File: src/rtl/pipe_ctrl.sv
// pipe_ctrl: central sequencer for the 5-stage pipeline.
//
// Generates per-stage write enables, the IF/ID flush and the ID/EX bubble.
// Sources are load-use stalls, taken branches resolved in ID, instruction and
// data memory wait states, and a debug halt/step interface. It also keeps
// saturating performance counters.
//
// State | meaning
// ------+-----------------------------------------------------------------
// RUN   | normal issue; stall/branch/freeze rules applied every cycle
// WAIT  | memory not ready: full freeze until ready, then RUN rules again
// DRAIN | halt requested: bubbles pushed into ID/EX to empty the back end
// HALT  | core quiesced, all enables low, waiting for step or release
// STEP  | exactly one cycle of RUN rules issued from HALT
//
// Ports:
//   clk, rst                  clock, synchronous active-high reset
//   id_stall, id_branch       hazard/branch indications from ID
//   imem_req/imem_ready       instruction fetch handshake
//   dmem_req/dmem_ready       data memory handshake
//   dbg_halt (level)          debug halt request
//   dbg_step (pulse)          debug single step, only honoured in HALT
//   pc_we, ifid_we, exmem_we, memwb_we   stage write enables
//   ifid_flush, idex_bubble   squash controls
//   halted                    high while in HALT
//   mem_err                   sticky memory timeout flag
//   stall_cnt, flush_cnt, wait_cnt       saturating performance counters
module pipe_ctrl #(
  parameter int CNT_W     = 16,
  parameter int DRAIN_CYC = 3,
  parameter int WAIT_MAX  = 255
) (
  input  logic             clk,
  input  logic             rst,
  input  logic             id_stall,
  input  logic             id_branch,
  input  logic             imem_req,
  input  logic             imem_ready,
  input  logic             dmem_req,
  input  logic             dmem_ready,
  input  logic             dbg_halt,
  input  logic             dbg_step,
  output logic             pc_we,
  output logic             ifid_we,
  output logic             ifid_flush,
  output logic             idex_bubble,
  output logic             exmem_we,
  output logic             memwb_we,
  output logic             halted,
  output logic             mem_err,
  output logic [CNT_W-1:0] stall_cnt,
  output logic [CNT_W-1:0] flush_cnt,
  output logic [CNT_W-1:0] wait_cnt
);

  localparam int DW = (DRAIN_CYC > 1) ? $clog2(DRAIN_CYC) : 1;
  localparam int TW = $clog2(WAIT_MAX + 1);
  localparam logic [DW-1:0] DRAIN_LAST = DW'(DRAIN_CYC - 1);
  localparam logic [TW-1:0] WAIT_MAX_V = TW'(WAIT_MAX);

  typedef enum logic [2:0] {
    S_RUN   = 3'd0,
    S_WAIT  = 3'd1,
    S_DRAIN = 3'd2,
    S_HALT  = 3'd3,
    S_STEP  = 3'd4
  } state_t;

  state_t          state, state_nxt;
  logic [DW-1:0]   drain_cnt, drain_nxt;
  logic [TW-1:0]   wait_tmr;
  logic            ret_halt, ret_nxt;
  logic            mem_busy;
  logic            busy_frz;
  logic            stall_inc;
  logic            flush_inc;

  assign mem_busy = (imem_req & ~imem_ready) | (dmem_req & ~dmem_ready);
  assign halted   = (state == S_HALT);

  always_comb begin
    pc_we       = 1'b0;
    ifid_we     = 1'b0;
    ifid_flush  = 1'b0;
    idex_bubble = 1'b0;
    exmem_we    = 1'b0;
    memwb_we    = 1'b0;
    state_nxt   = state;
    drain_nxt   = drain_cnt;
    ret_nxt     = ret_halt;
    busy_frz    = 1'b0;
    stall_inc   = 1'b0;
    flush_inc   = 1'b0;

    case (state)
      S_RUN, S_WAIT, S_STEP: begin
        if (mem_busy) begin
          busy_frz  = 1'b1;
          state_nxt = S_WAIT;
          // Remember that this freeze began from a single step.
          ret_nxt   = ret_halt | (state == S_STEP);
        end else begin
          if (id_stall) begin
            // Branch operands are not valid during a load-use stall.
            idex_bubble = 1'b1;
            exmem_we    = 1'b1;
            memwb_we    = 1'b1;
            stall_inc   = 1'b1;
          end else begin
            pc_we    = 1'b1;
            ifid_we  = 1'b1;
            exmem_we = 1'b1;
            memwb_we = 1'b1;
            if (id_branch) begin
              ifid_flush = 1'b1;
              flush_inc  = 1'b1;
            end
          end
          ret_nxt = 1'b0;
          if (ret_halt || (state == S_STEP)) begin
            state_nxt = S_HALT;
          end else if (dbg_halt && !id_stall) begin
            // A halt request waits out stalls; a branch cycle still flushes
            // normally and draining begins right after it.
            state_nxt = S_DRAIN;
            drain_nxt = '0;
          end else begin
            state_nxt = S_RUN;
          end
        end
      end
      S_DRAIN: begin
        if (mem_busy) begin
          busy_frz = 1'b1;
        end else begin
          idex_bubble = 1'b1;
          exmem_we    = 1'b1;
          memwb_we    = 1'b1;
          if (drain_cnt == DRAIN_LAST) begin
            state_nxt = S_HALT;
            drain_nxt = '0;
          end else begin
            drain_nxt = drain_cnt + 1'b1;
          end
        end
      end
      S_HALT: begin
        if (dbg_step) begin
          state_nxt = S_STEP;
        end else if (!dbg_halt) begin
          state_nxt = S_RUN;
        end
      end
      default: begin
        state_nxt = S_RUN;
      end
    endcase

    if (rst) begin
      pc_we       = 1'b0;
      ifid_we     = 1'b0;
      ifid_flush  = 1'b0;
      idex_bubble = 1'b0;
      exmem_we    = 1'b0;
      memwb_we    = 1'b0;
      busy_frz    = 1'b0;
      stall_inc   = 1'b0;
      flush_inc   = 1'b0;
    end
  end

  always_ff @(posedge clk) begin
    if (rst) begin
      state     <= S_RUN;
      drain_cnt <= '0;
      wait_tmr  <= '0;
      ret_halt  <= 1'b0;
      mem_err   <= 1'b0;
      stall_cnt <= '0;
      flush_cnt <= '0;
      wait_cnt  <= '0;
    end else begin
      state     <= state_nxt;
      drain_cnt <= drain_nxt;
      ret_halt  <= ret_nxt;
      if (stall_inc && (stall_cnt != '1)) stall_cnt <= stall_cnt + 1'b1;
      if (flush_inc && (flush_cnt != '1)) flush_cnt <= flush_cnt + 1'b1;
      if (busy_frz) begin
        if (wait_cnt != '1) wait_cnt <= wait_cnt + 1'b1;
        // Timer counts consecutive frozen-on-memory cycles and saturates.
        if (wait_tmr != WAIT_MAX_V) wait_tmr <= wait_tmr + 1'b1;
        if (wait_tmr >= (WAIT_MAX_V - 1'b1)) mem_err <= 1'b1;
      end else begin
        wait_tmr <= '0;
      end
    end
  end

endmodule

File: config.mk
export PLATFORM = sky130hd
export DESIGN_NAME = pipe_ctrl
export DESIGN_NICKNAME = d
export VERILOG_FILES = /design/src/rtl/pipe_ctrl.sv
export SDC_FILE = /design/constraint.sdc
export NUM_CORES = 1
export LEC_CHECK = 0
export ABC_AREA = 1
export ABC_CLOCK_PERIOD_IN_PS = 1560
export CAP_MARGIN = 20
export CORE_MARGIN = 5
export CORE_UTILIZATION = 45
export DETAILED_ROUTE_END_ITERATION = 10
export GPL_TIMING_DRIVEN = 1
export PLACE_DENSITY = 0.71
export SKIP_LAST_GASP = 1
export SYNTH_ARGS = -nofsm -noshare
export SYNTH_HDL_FRONTEND = slang
export SYNTH_SLANG_ARGS = --single-unit
File: constraint.sdc
create_clock -name clk -period 1.56 [get_ports clk]
set_clock_uncertainty 0.05 [all_clocks]
set_input_delay 0.312 -clock clk [delete_from_list [all_inputs] [get_ports clk]]
set_output_delay 0.312 -clock clk [all_outputs]
set_load 0.01 [all_outputs]
==> key figures <==
Worst setup path
  – WP data required: 1.20 ns
  – Most frequent CP cell: nand2_2
  – FF-to-FF Start: state[2]
  – Worst R2R Setup Slack: -0.13 ns
  – Highest-delay cell along the critical path: dfxtp_4
  – Setup crit start: state[2]
  – Worst stage delay on the critical path: 0.36 ns
  – Worst-path cell chain: nor2_4 > nand2_2 > nand2_2 > nand2_2 > nor2_4 > nand2_1 > nand2_1 > buf_2
  – Crit path max fanout: 3
  – WP data arrival: 1.37 ns
  – Critical path endpoint category: primary output
  – Cell family with most CP delay: simple AND/OR/NAND/NOR gates
  – Worst Path Class, Setup: flop to primary output
  – Startpoint Class: flop
  – Crit path buf inv count: 1

Pwr
  – Worst vdd ir: 512 uV
  – Cell area power density: 800 nW/um2
  – Pleak: 0.00232 uW

Logic synthesis
  – Synth top area share: 34.4%
  – Commonest cells post-synth: nand2_1 (184), nor2_1 (85), dfxtp_1 (63)
  – Post-synth top area cell: dfxtp_1
  – Total nets after synthesis: 588
  – Ys Warns: 0
  – Synth Register Bits: 63
  – Gate count of the mapped netlist: 573
  – Top post-synthesis cells by area: dfxtp_1 (34%), nand2_1 (19%), nor2_1 (8.7%)
  – Syn_area_per_cell: 6.40 um2
  – Mapped Area: 3670 um2
  – Count leader, synth: nand2_1
  – Seq/Total Area, Yosys: 34.4%
  – FFs w/ async S/R, synth: 0%
  – Unique masters post-synth: 32
  – Post-synth EDFFs: 0
  – Synth Flop Type: dfxtp_1

Finish
  – Layout cells sized above 1: 27.2%
  – Filler instances: 719
  – Final #Nets: 722
  – Area delta synth->final: 47.8%
  – # diodes: 0

Floorplan
  – I/O pin count: 66
  – DIE WIDTH: 100 um
  – Initial core utilization: 45.3%
  – Num rows: 33
  – Die footprint: 10100 um2
  – Die Y: 100 um
  – Core ar.: 8090 um2

Clock network
  – Clk sinks: 63
  – CTS root buffer: clkbuf_8
  – Number of H-tree levels: 3
  – Clock transition at path regs: 0.07 ns
  – CTS buffer count: 9
  – CTS tree: yes
  – Maximum root-to-sink buffer count: 2
  – Clk_lat worst skew: 0.33 ns

STA
  – Tcrit/Tclk final: 111%
  – Final worst slack: -0.174 ns
  – Pins over their slew limit: 0
  – Worst slew margin: 77.4%
  – TNS Setup: -2.45 ns
  – Hold_ws: 0.420 ns
  – Setup violators final: 33
  – Hold Vio Cnt, Final: 0
  – Tmin final: 1.73 ns
  – RSZ-0062 raised after global routing: true
  – Max frequency: 577 MHz
  – Tightest Pin Transition: 0.337 ns

Route
  – DRT antenna net count: 0
  – Vias: 4145
  – Vias per cell: 5.07
  – Detailed Routing Iterations Pass 1: 5
  – Detailed-route DRC error count: 0
  – Routed WL: 10.7 mm
  – Per-cell routed wire length: 13.1 um
  – DRT iter0 DRCs: 169

Place
  – RePlAce Congestion: 0.867
  – Port-buffer cells: 65
  – Dpl hpwl: 7.34 mm

Global route
  – Grt total ovfl: 0
  – Vias in the first global route: 3804
  – First-pass GRT wire length: 17.1 mm
  – GRT Total Usage: 20.3%
  – Antenna violations before repair: 0
  – Pin count of the biggest net entering global routing: 26

Hold path
  – Hold crit path type: flop to flop
  – Worst min-delay path startpoint: wait_tmr[7]

Run status
  – Status: finished with violations
  – Violated checks: negative setup slack

Job
  – Max-cap violations: 0
## layout by cell type (no fill, tap or decap), drive strengths merged
master         Yosys  layout
nor4               1       1
nand4             12      12
nand2            191     192
clkbuf             5      14
dlygate4sd2        0      55
ha                 5       5
nand3             45      45
xor2               9       9
inv               49      49
dfxtp             63      63
bufinv             0       2
a211oi             1       1
a21oi             48      48
and3               1       1
or2                1       1
and2               1       1
nor3               7       7
clkdlybuf4s15      0       1
a31oi              3       3
nor2              94      94
xnor2              8       8
a21o               1       1
o21ai             16      16
nand3b             3       3
clkinv             0       1
buf                9      77
clkdlybuf4s50      0       2
## registers in the layout, summed over array words and instances (netlist names)
name	flops
wait_cnt	16
ret_halt	1
mem_err	1
state	3
flush_cnt	16
stall_cnt	16
drain_cnt	2
wait_tmr	8
## cells by family (layout without fill, tap and decap cells)
group,after synthesis,after routing,share of synthesized area (%)
buffers and inverters,63,201,7.47
XOR/XNOR,17,17,4.06
AO/OA/AOI/OAI,69,69,10.2
adder cells (fa/ha/maj),5,5,1.70
flip-flops,63,63,34.4
AND/OR/NAND/NOR,356,357,42.2
## final timing paths
path,cells past startpoint,to
worst min register to register,2,wait_tmr[7]
worst max register to register,11,stall_cnt[15]
worst min-delay path,2,wait_tmr[7]
worst max-delay path,8,idex_bubble
## worst register-to-register path, delay by kind of cell, from the launching register on
kind,cells,cell delay [ns]
buffers and inverters,4,0.55
flip-flops,1,0.36
AO/OA/AOI/OAI,1,0.12
AND/OR/NAND/NOR,6,0.54
## cell type report
class                   count  area, um2  share of cell area, %
well taps                 105        131                   2.42
flip-flops and latches     63       1310                   24.1
repair buffers            136       1170                   21.6
multi-input cells         448       2410                   44.4
clock buffers              13        159                   2.93
clock inverters             3       65.1                   1.20
inverters                  49        184                   3.39
## metrics by stage
stage	total power, uW	std cells	util [%]	worst slack, ns	instance area, um2
6_report	4340	817	67.0	-0.174	5420
5_1_grt	4560	817	67.0	-0.285	5420
4_1_cts	4250	813	63.8	-0.170	5160
3_5_place_dp	2610	794	60.5	-0.793	4900
3_3_place_gp	2590	794	60.5	-0.777	4900
2_1_floorplan	2220	573	-	0.0000248	3690
## power breakdown
group / internal, uW / leakage, uW / switching, uW
sequential: 1670 / 0.000524 / 59.0
combinational: 449 / 0.00169 / 547
clock: 987 / 0.000114 / 630
total: 3100 / 0.00232 / 1240
## metal layers
layer	routed length (um)	vias up	global-route usage, %
met5	0	-	0
met4	236	0	6.11
met2	5370	132	34.4
li1	-	2109	-
met3	619	26	4.24
met1	4460	1878	25.8
## timing repair
item / in CTS / in global routing
hold endpoints to repair: 0 / 0
gates cloned: 0 / 2
hold buffers: 0 / 0
setup endpoints to repair: 95 / 58
setup buffers: 3 / 3
resized for setup: 123 / 61
pin swaps: 9 / 17
No activity file was read; power rests on OpenSTA's default activity.
